--- src/rtl/code_frame_receiver.sv ---
// Frame-aligned serial receiver: hunts for SYNC_WORD, then deserialises FRAMES_PER_SYNC MSB-first
// words into a one-entry valid/ready output register. Define CODE_RX_PARITY_EN for a parity bit.
module code_frame_receiver #(
    parameter int unsigned       DATA_W          = 8,
    parameter int unsigned       SYNC_W          = 8,
    parameter logic [SYNC_W-1:0] SYNC_WORD       = 8'hA5,
    parameter int unsigned       FRAMES_PER_SYNC = 4
) (
    input  logic              clock,
    input  logic              reset,
    input  logic              io_input,
    input  logic              io_in_valid,
    input  logic              io_out_ready,
    input  logic              io_clear,
    output logic [DATA_W-1:0] io_out_data,
    output logic              io_out_valid,
    output logic              io_locked,
    output logic              io_overrun,
    output logic              io_parity_err
);

`ifdef CODE_RX_PARITY_EN
    localparam int unsigned BitsPerWord = DATA_W + 1;
    localparam int unsigned ShiftW      = DATA_W;
`else
    localparam int unsigned BitsPerWord = DATA_W;
    // The final data bit comes straight from io_input, so only DATA_W-1 bits are stored.
    localparam int unsigned ShiftW      = DATA_W - 1;
`endif
    localparam int unsigned CntW     = $clog2(BitsPerWord);
    localparam logic [CntW-1:0] LastBit  = CntW'(BitsPerWord - 1);
    localparam logic [7:0]      LastWord = 8'(FRAMES_PER_SYNC - 1);

    typedef enum logic [0:0] {StHunt, StData} state_e;

    state_e              r_state;
    logic [SYNC_W-1:0]   r_sync;
    logic [ShiftW-1:0]   r_shift;
    logic [CntW-1:0]     r_bit_cnt;
    logic [7:0]          r_word_cnt;
    logic [DATA_W-1:0]   r_out_data;
    logic                r_out_valid;
    logic                r_overrun;

    logic [SYNC_W-1:0]   w_sync_next;
    logic [ShiftW-1:0]   w_shift_next;
    logic [DATA_W-1:0]   w_word;
    logic                w_done;
    logic                w_load;
    logic                w_drop;

    assign w_sync_next  = SYNC_W'({r_sync, io_input});
    assign w_shift_next = ShiftW'({r_shift, io_input});
    assign w_done       = (r_state == StData) && io_in_valid && (r_bit_cnt == LastBit);
    assign w_load       = w_done && (!r_out_valid || io_out_ready);
    assign w_drop       = w_done && r_out_valid && !io_out_ready;

`ifdef CODE_RX_PARITY_EN
    logic r_parity_err;
    logic w_parity_err;

    assign w_word       = r_shift;
    assign w_parity_err = ^{r_shift, io_input};

    always_ff @(posedge clock or negedge reset) begin
        if (!reset) begin
            r_parity_err <= 1'b0;
        end else if (w_load) begin
            r_parity_err <= w_parity_err;
        end
    end

    assign io_parity_err = r_parity_err;
`else
    assign w_word        = {r_shift, io_input};
    assign io_parity_err = 1'b0;
`endif

    always_ff @(posedge clock or negedge reset) begin
        if (!reset) begin
            r_state     <= StHunt;
            r_sync      <= '0;
            r_shift     <= '0;
            r_bit_cnt   <= '0;
            r_word_cnt  <= '0;
            r_out_data  <= '0;
            r_out_valid <= 1'b0;
            r_overrun   <= 1'b0;
        end else begin
            if (io_in_valid) begin
                unique case (r_state)
                    StHunt: begin
                        r_sync <= w_sync_next;
                        if (w_sync_next == SYNC_WORD) begin
                            r_state    <= StData;
                            r_bit_cnt  <= '0;
                            r_word_cnt <= '0;
                        end
                    end
                    StData: begin
                        r_shift <= w_shift_next;
                        if (w_done) begin
                            r_bit_cnt <= '0;
                            if (r_word_cnt == LastWord) begin
                                // Clearing the sync register stops frame bits aliasing a new sync.
                                r_state    <= StHunt;
                                r_sync     <= '0;
                                r_word_cnt <= '0;
                            end else begin
                                r_word_cnt <= r_word_cnt + 8'd1;
                            end
                        end else begin
                            r_bit_cnt <= r_bit_cnt + 1'b1;
                        end
                    end
                    default: r_state <= StHunt;
                endcase
            end

            if (w_load) begin
                r_out_data  <= w_word;
                r_out_valid <= 1'b1;
            end else if (r_out_valid && io_out_ready) begin
                r_out_valid <= 1'b0;
            end

            if (w_drop) begin
                r_overrun <= 1'b1;
            end else if (io_clear) begin
                r_overrun <= 1'b0;
            end
        end
    end

    assign io_out_data  = r_out_data;
    assign io_out_valid = r_out_valid;
    assign io_locked    = (r_state == StData);
    assign io_overrun   = r_overrun;

endmodule

--- config.mk ---
export PLATFORM = sky130hd
export DESIGN_NAME = code_frame_receiver
export DESIGN_NICKNAME = d
export VERILOG_FILES = /design/src/rtl/code_frame_receiver.sv
export SDC_FILE = /design/constraint.sdc
export NUM_CORES = 1
export LEC_CHECK = 0
export CORE_UTILIZATION = 45
export CTS_CLUSTER_SIZE = 28
export DETAILED_ROUTE_END_ITERATION = 8
export PLACE_DENSITY = 0.7
export SYNTH_ARGS = -nofsm -noshare
export SYNTH_HDL_FRONTEND = slang
export SYNTH_SLANG_ARGS = --single-unit
--- constraint.sdc ---
create_clock -name clock -period 2.4 [get_ports clock]
set_clock_uncertainty 0.2 [all_clocks]
set_input_delay 0.24 -clock clock [delete_from_list [all_inputs] [get_ports clock]]
set_output_delay 0.24 -clock clock [all_outputs]
set_load 0.02 [all_outputs]
==> results of run 1 <==
[worst paths after layout]
check	from	to	depth (start not counted)
hold reg to reg	r_sync[6]	r_sync[6]	1
setup / recovery	r_bit_cnt[0]	r_word_cnt[4]	7
min in group clock	io_clear	io_overrun	2
max in group asynchronous	reset	r_sync[4]	2
setup reg to reg	r_bit_cnt[0]	r_word_cnt[4]	7
hold / removal	reset	r_word_cnt[3]	2
[cells in the mapped netlist, types with 2 or more instances]
library cell and instances:
a21oi_1 2, a22o_1 8, a31oi_1 4, and2_1 2, and3_1 4, buf_2 3, dfrtp_1 36, ha_1 4
inv_1 2, mux2_2 16, nand2_1 10, nand2b_1 3, nand3_1 8, nor2_1 2, nor2b_1 2, o21ai_0 7
[worst max-delay path, delay by kind of cell, from the launching register on]
family                     cells  cell delay (ns)
AOI/OAI and AO/OA              3             0.59
adders and majority gates      2             0.43
DFF                            1             0.41
and+or+nand+nor                1             0.22
buffers and inverters          1             0.17
[through the flow]
step           total power, W  cell area, um^2
3_5_place_dp          0.00163             1820
6_report              0.00225             1940
3_3_place_gp          0.00159             1820
2_1_floorplan         0.00137             1590
4_1_cts               0.00227             1940
5_1_grt               0.00238             1940
[state kept, by name, summed over array words and instances (netlist names)]
name,count
r_sync,7
r_bit_cnt,3
io_out_data,8
io_locked,1
r_word_cnt,8
io_overrun,1
io_out_valid,1
r_shift,7
[cells by family after synthesis]
family | after synthesis | synth area share (%)
simple gates | 39 | 13.9
flops | 36 | 56.6
compound gates | 25 | 11.7
buf+inv | 8 | 2.36
mux | 17 | 12.0
other cells | 1 | 0.236
fa+ha+maj | 4 | 3.15
[power groups by stage]
stage	clock network (W)	logic, W	registers (W)
floorplan	0	0.000340	0.00103
global placement	0	0.000624	0.000964
detailed placement	0	0.000652	0.000977
CTS	0.000650	0.000654	0.000968
global route	0.000677	0.000707	0.000996
finish	0.000635	0.000643	0.000968
[per-layer routing]
metal	wire length (um)	up-vias	share of wire, %	track usage (%)
met5	0	-	0	0
met4	0	0	0	4.76
met3	67	0	2.3	6.30
met2	1480	18	52	28.4
met1	1320	522	46	22.6
li1	-	520	-	-
[area by class of cell]
cell class	count	share of cell area, %
sequential	36	46.4
multi-input combinational	86	33.5
timing repair buffer	21	10.2
clock inverter	3	4.64
tap	46	2.96
clock buffer	5	1.93
inverter	2	0.386
==> flow_metrics.py, run 1 <==
metrics = {
    "logic_synthesis": {
        "synth_edf_count": 0,
        "syn_inst": 130,
        "syn-num-nets": 140,
        "synth_seq_cells": 36,
        "yosys.area.top_type": "dfrtp_1",
        "yosys.cell_types.count": 33,
        "synth.area.top_cells": "dfrtp_1 57%, mux2_2 11%, a22o_1 4.4%",
        "syn_avg_cell_area_um2": 12.2,
        "synth_area_um2": 1590,
        "ys_seq_area_share_pct": 56.6,
        "ys_warn_count": 0,
        "synth_ff_type": "dfrtp_1",
        "netlist.area_leader.share_pct": 56.6,
        "async_flop_share_pct": 100,
    },
    "drt": {
        "detail_route.iter0.violations": 50,
        "antenna_left": 0,
        "avgViaCountPerCell": 5.33,
        "finalWirelength_mm": 2.87,
        "wl_per_cell_um": 14.4,
        "route.detailed.drc": 0,
        "vias": 1060,
        "drtPass1Iterations": 4,
    },
    "placement": {
        "gp_congestion": 0.856,
        "portBuffers": 16,
        "place_inst": 191,
        "pre_cts_ws_ns": 0.344,
        "dpl.hpwl_mm": 2.03,
    },
    "sta": {
        "tightestPinTransition_ns": 0.493,
        "fmax_mhz": 480,
        "rsz0062_at_grt": "false",
        "fin_crit_ns": 2.08,
        "setup_tns_ns": 0,
        "whs_ns": 0.110,
        "hold_viol": 0,
        "setup_slack_ns": 0.316,
        "final.period_utilization_pct": 86.9,
        "slew_viol_final": 0,
        "slew_headroom_pct": 66.7,
        "setup_viol": 0,
    },
    "floorplanning": {
        "io_pins": 18,
        "start_util_pct": 47.3,
        "die_x_um": 61.4,
        "num_rows": 21,
        "core_um2": 3360,
        "die_h_um": 61.4,
        "die_area_um2": 3780,
    },
    "finish": {
        "nets": 162,
        "multi_input_area_um2": 652,
        "ff_latch_area_um2": 901,
        "final_cell_mix": "36 x dfrtp_1, 16 x mux2_2, 16 x clkdlybuf4s50_1",
        "final_common_cell": "dfrtp_1",
        "antenna_cells": 0,
        "final_core_util_pct": 57.8,
        "drive_above_1_share_pct": 22.2,
        "fillers": 299,
        "syn_to_final_growth_pct": 22.2,
        "final_cells": 199,
    },
    "setup_path": {
        "cpPeakStageDelay_ns": 0.41,
        "rrSetupSlack_ns": 0.32,
        "crit_fanout": 9,
        "crit_path_end_kind": "flop",
        "crit_type": "reg -> reg",
        "required_ns": 2.46,
        "critPathSlowestCell": "dfrtp_1",
        "start_kind": "flop",
        "path_cells": "ha_1 > ha_1 > and3_1 > buf_4 > a31oi_1 > o21ai_0 > o21ai_0",
        "critPathArrivalTime_ns": 2.15,
    },
    "power_and_ir_drop": {
        "cellPowerDensity_nw_per_um2": 1160,
        "p_sw_w": 0.000641,
        "p_comb_share_pct": 28.6,
        "cell_internal_pwr_w": 0.00161,
        "seq_power_share_pct": 43.1,
        "cellLeakagePower_nw": 0.885,
        "vdd_drop_max_v": 0.000734,
        "clkPwrFrac_pct": 28.3,
        "power_switching_share_pct": 28.5,
    },
    "global_route": {
        "grt_max_degree": 37,
        "antenna_found_initial": 0,
        "grt_first_pass_wirelength_mm": 4.75,
        "grt_pass1_vias": 1055,
        "grt_usage_pct": 17.6,
        "gr-total-overflow": 0,
    },
    "clock_network": {
        "ctsRootBufferMaster": "clkbuf_4",
        "htree_levels": 2,
        "clkSlewWorstSetupHoldPaths_ns": 0.12,
        "cts_sinks": 36,
        "cts_resized": 0,
        "hold_buffers": 0,
        "clkLatencyLatePin_ns": 0.34,
        "cts_made_buffers": 5,
        "cts_tree": "yes",
        "cts_setup_buffers": 0,
        "clockBufferDepth": 2,
    },
    "outcome": {
        "status": "finished, final reports clean",
    },
    "job": {
        "maxCapViolCount": 0,
    },
    "hold_path": {
        "hp-class": "in -> async",
    },
}
(Power assumes the default switching activity.)
==> run 2, diff against run 1 <==
CTS_CLUSTER_DIAMETER = 200   (was unset)
==> results of run 2 <==
No change in the layout: final DEF, timing and power equal those of run 1.
==> run 3, diff against run 2 <==
CORE_UTILIZATION = 50   (was 45)
CTS_CLUSTER_SIZE = unset   (was 28)
PLACE_DENSITY = 0.76   (was 0.7)
clock period = 2.5 ns   (was 2.4 ns; I/O delays follow)
==> run 3 against run 2 <==
  * Combinational power fell by 6.5%
  * Clock power down 35%
  * Worst setup slack gained 0.024 ns
  * Cell count down 1.5%
  * First-iteration DRC count decreased by 28%
  * Global-route usage is 1.9 points higher
  * Register-to-register slack better by 0.09 ns
  * Sequential share of layout area up 1.4 points
  * Clock-buffer cell count unchanged
  * Non-clock buffer count shrank 1
  * Via count grew 2.0%
  * Critical path depth shrank 6
  * Critical path type is now reg -> out
  * Largest power group unchanged
==> flow_metrics.py, run 3 (synthesis gave the netlist of run 1 again) <==
metrics = {
    "sta": {
        "final.period_utilization_pct": 86.4,
        "setup_slack_ns": 0.339,
        "fin_crit_ns": 2.16,
        "slew_viol_final": 0,
        "fmax_mhz": 463,
        "tightestPinTransition_ns": 0.560,
        "slew_headroom_pct": 62.1,
        "setup_tns_ns": 0,
        "setup_viol": 0,
        "rsz0062_at_grt": "false",
        "hold_viol": 0,
    },
    "drt": {
        "drtPass1Iterations": 4,
        "detail_route.iter0.violations": 36,
        "antenna_left": 0,
        "route.detailed.drc": 0,
        "vias": 1081,
        "finalWirelength_mm": 2.83,
        "avgViaCountPerCell": 5.52,
        "wl_per_cell_um": 14.5,
    },
    "finish": {
        "syn_to_final_growth_pct": 18.6,
        "nets": 161,
        "antenna_cells": 0,
        "final_cells": 196,
        "drive_above_1_share_pct": 21.7,
        "final_core_util_pct": 62.3,
        "final_cell_mix": "36 x dfrtp_1, 16 x mux2_2, 16 x clkdlybuf4s50_1",
        "final_common_cell": "dfrtp_1",
    },
    "clock_network": {
        "cts_made_buffers": 5,
        "cts_tree": "yes",
        "cts_setup_buffers": 0,
        "cts_sinks": 36,
        "hold_buffers": 0,
        "clkLatencyLatePin_ns": 0.35,
        "htree_levels": 2,
        "clockBufferDepth": 2,
        "cts_resized": 0,
        "clkSlewWorstSetupHoldPaths_ns": 0.11,
        "ctsRootBufferMaster": "clkbuf_4",
    },
    "global_route": {
        "gr-total-overflow": 0,
        "grt_max_degree": 37,
        "antenna_found_initial": 0,
        "grt_usage_pct": 19.5,
        "grt_first_pass_wirelength_mm": 4.86,
        "grt_pass1_vias": 1100,
    },
    "placement": {
        "dpl.hpwl_mm": 1.97,
        "portBuffers": 16,
        "gp_congestion": 0.837,
        "place_inst": 188,
        "pre_cts_ws_ns": 0.441,
    },
    "setup_path": {
        "critPathArrivalTime_ns": 1.71,
        "required_ns": 2.05,
        "start_kind": "flop",
        "path_cells": "clkdlybuf4s50_1",
        "crit_path_end_kind": "output pin",
        "crit_family": "buffers and inverters",
        "crit_type": "reg -> out",
        "cpPeakStageDelay_ns": 0.70,
        "crit_fanout": 15,
        "critPathBufInv": 1,
        "r2r_start": "r_bit_cnt[0]",
        "ff2ff_path_depth": 7,
        "r2r_end": "r_word_cnt[4]",
        "rrSetupSlack_ns": 0.41,
        "critPathSlowestCell": "clkdlybuf4s50_1",
    },
    "floorplanning": {
        "start_util_pct": 52.5,
        "die_h_um": 58.4,
        "die_area_um2": 3410,
        "io_pins": 18,
        "core_um2": 3030,
        "num_rows": 20,
        "die_x_um": 58.4,
    },
    "power_and_ir_drop": {
        "clkPwrFrac_pct": 21.0,
        "vdd_drop_max_v": 0.000708,
        "power_switching_share_pct": 31.6,
        "cell_internal_pwr_w": 0.00133,
        "cellPowerDensity_nw_per_um2": 1030,
        "finalPower_w": 0.00195,
        "p_sw_w": 0.000616,
        "seq_power_share_pct": 48.1,
        "cellLeakagePower_nw": 0.856,
        "p_comb_share_pct": 30.8,
    },
    "job": {
        "maxCapViolCount": 0,
    },
    "outcome": {
        "status": "finished, final reports clean",
    },
    "hold_path": {
        "hp-class": "in -> async",
    },
}
run 3: changes by cell type in the layout (fill, tap and decap cells not counted), sizes merged:
cell      change
bufinv        -2
clkinv        +1
buf           -1
clkinvlp      +1
run 3: how the worst max path moves through the flow:
stage                       startpoint        endpoint  slack [ns]  cells past startpoint
after global placement    r_bit_cnt[0]   r_word_cnt[1]        0.51                      6
final                        io_locked       io_locked        0.34                      1
after floorplan           r_bit_cnt[0]  io_out_data[0]        0.54                      7
after detailed placement  r_bit_cnt[0]   r_word_cnt[4]        0.44                      7
after CTS                    io_locked       io_locked        0.33                      1
after global routing         io_locked       io_locked        0.26                      1
run 3: power by group through the flow:
stage / sequential [W] / combinational [W] / clock [W]
3_5_place_dp: 0.000948 / 0.000604 / 0
5_1_grt: 0.000968 / 0.000650 / 0.000440
3_3_place_gp: 0.000930 / 0.000582 / 0
6_report: 0.000938 / 0.000601 / 0.000410
2_1_floorplan: 0.000985 / 0.000326 / 0
4_1_cts: 0.000936 / 0.000607 / 0.000420
run 3: metal layers:
metal	track usage, %	up-vias	routed length, um
met5	0	-	0
met2	29.7	35	1340
li1	-	510	-
met3	7.91	7	158
met4	7.82	0	44
met1	24.9	529	1300
run 3: layout make-up:
class	count	area [um^2]
Clock buffer	5	37.5
Clock inverter	3	42.5
Fill cell	254	1140
Inverter	2	7.51
Multi-Input combinational cell	86	652
Sequential cell	36	901
Tap cell	44	55.1
Timing Repair Buffer	20	190
run 3: through the flow:
stage / area [um^2] / hold WS (ns)
CTS: 1890 / 0.110
floorplan: 1590 / -0.246
finish: 1890 / 0.106
global placement: 1810 / 0.277
detailed placement: 1810 / 0.293
global route: 1890 / 0.121
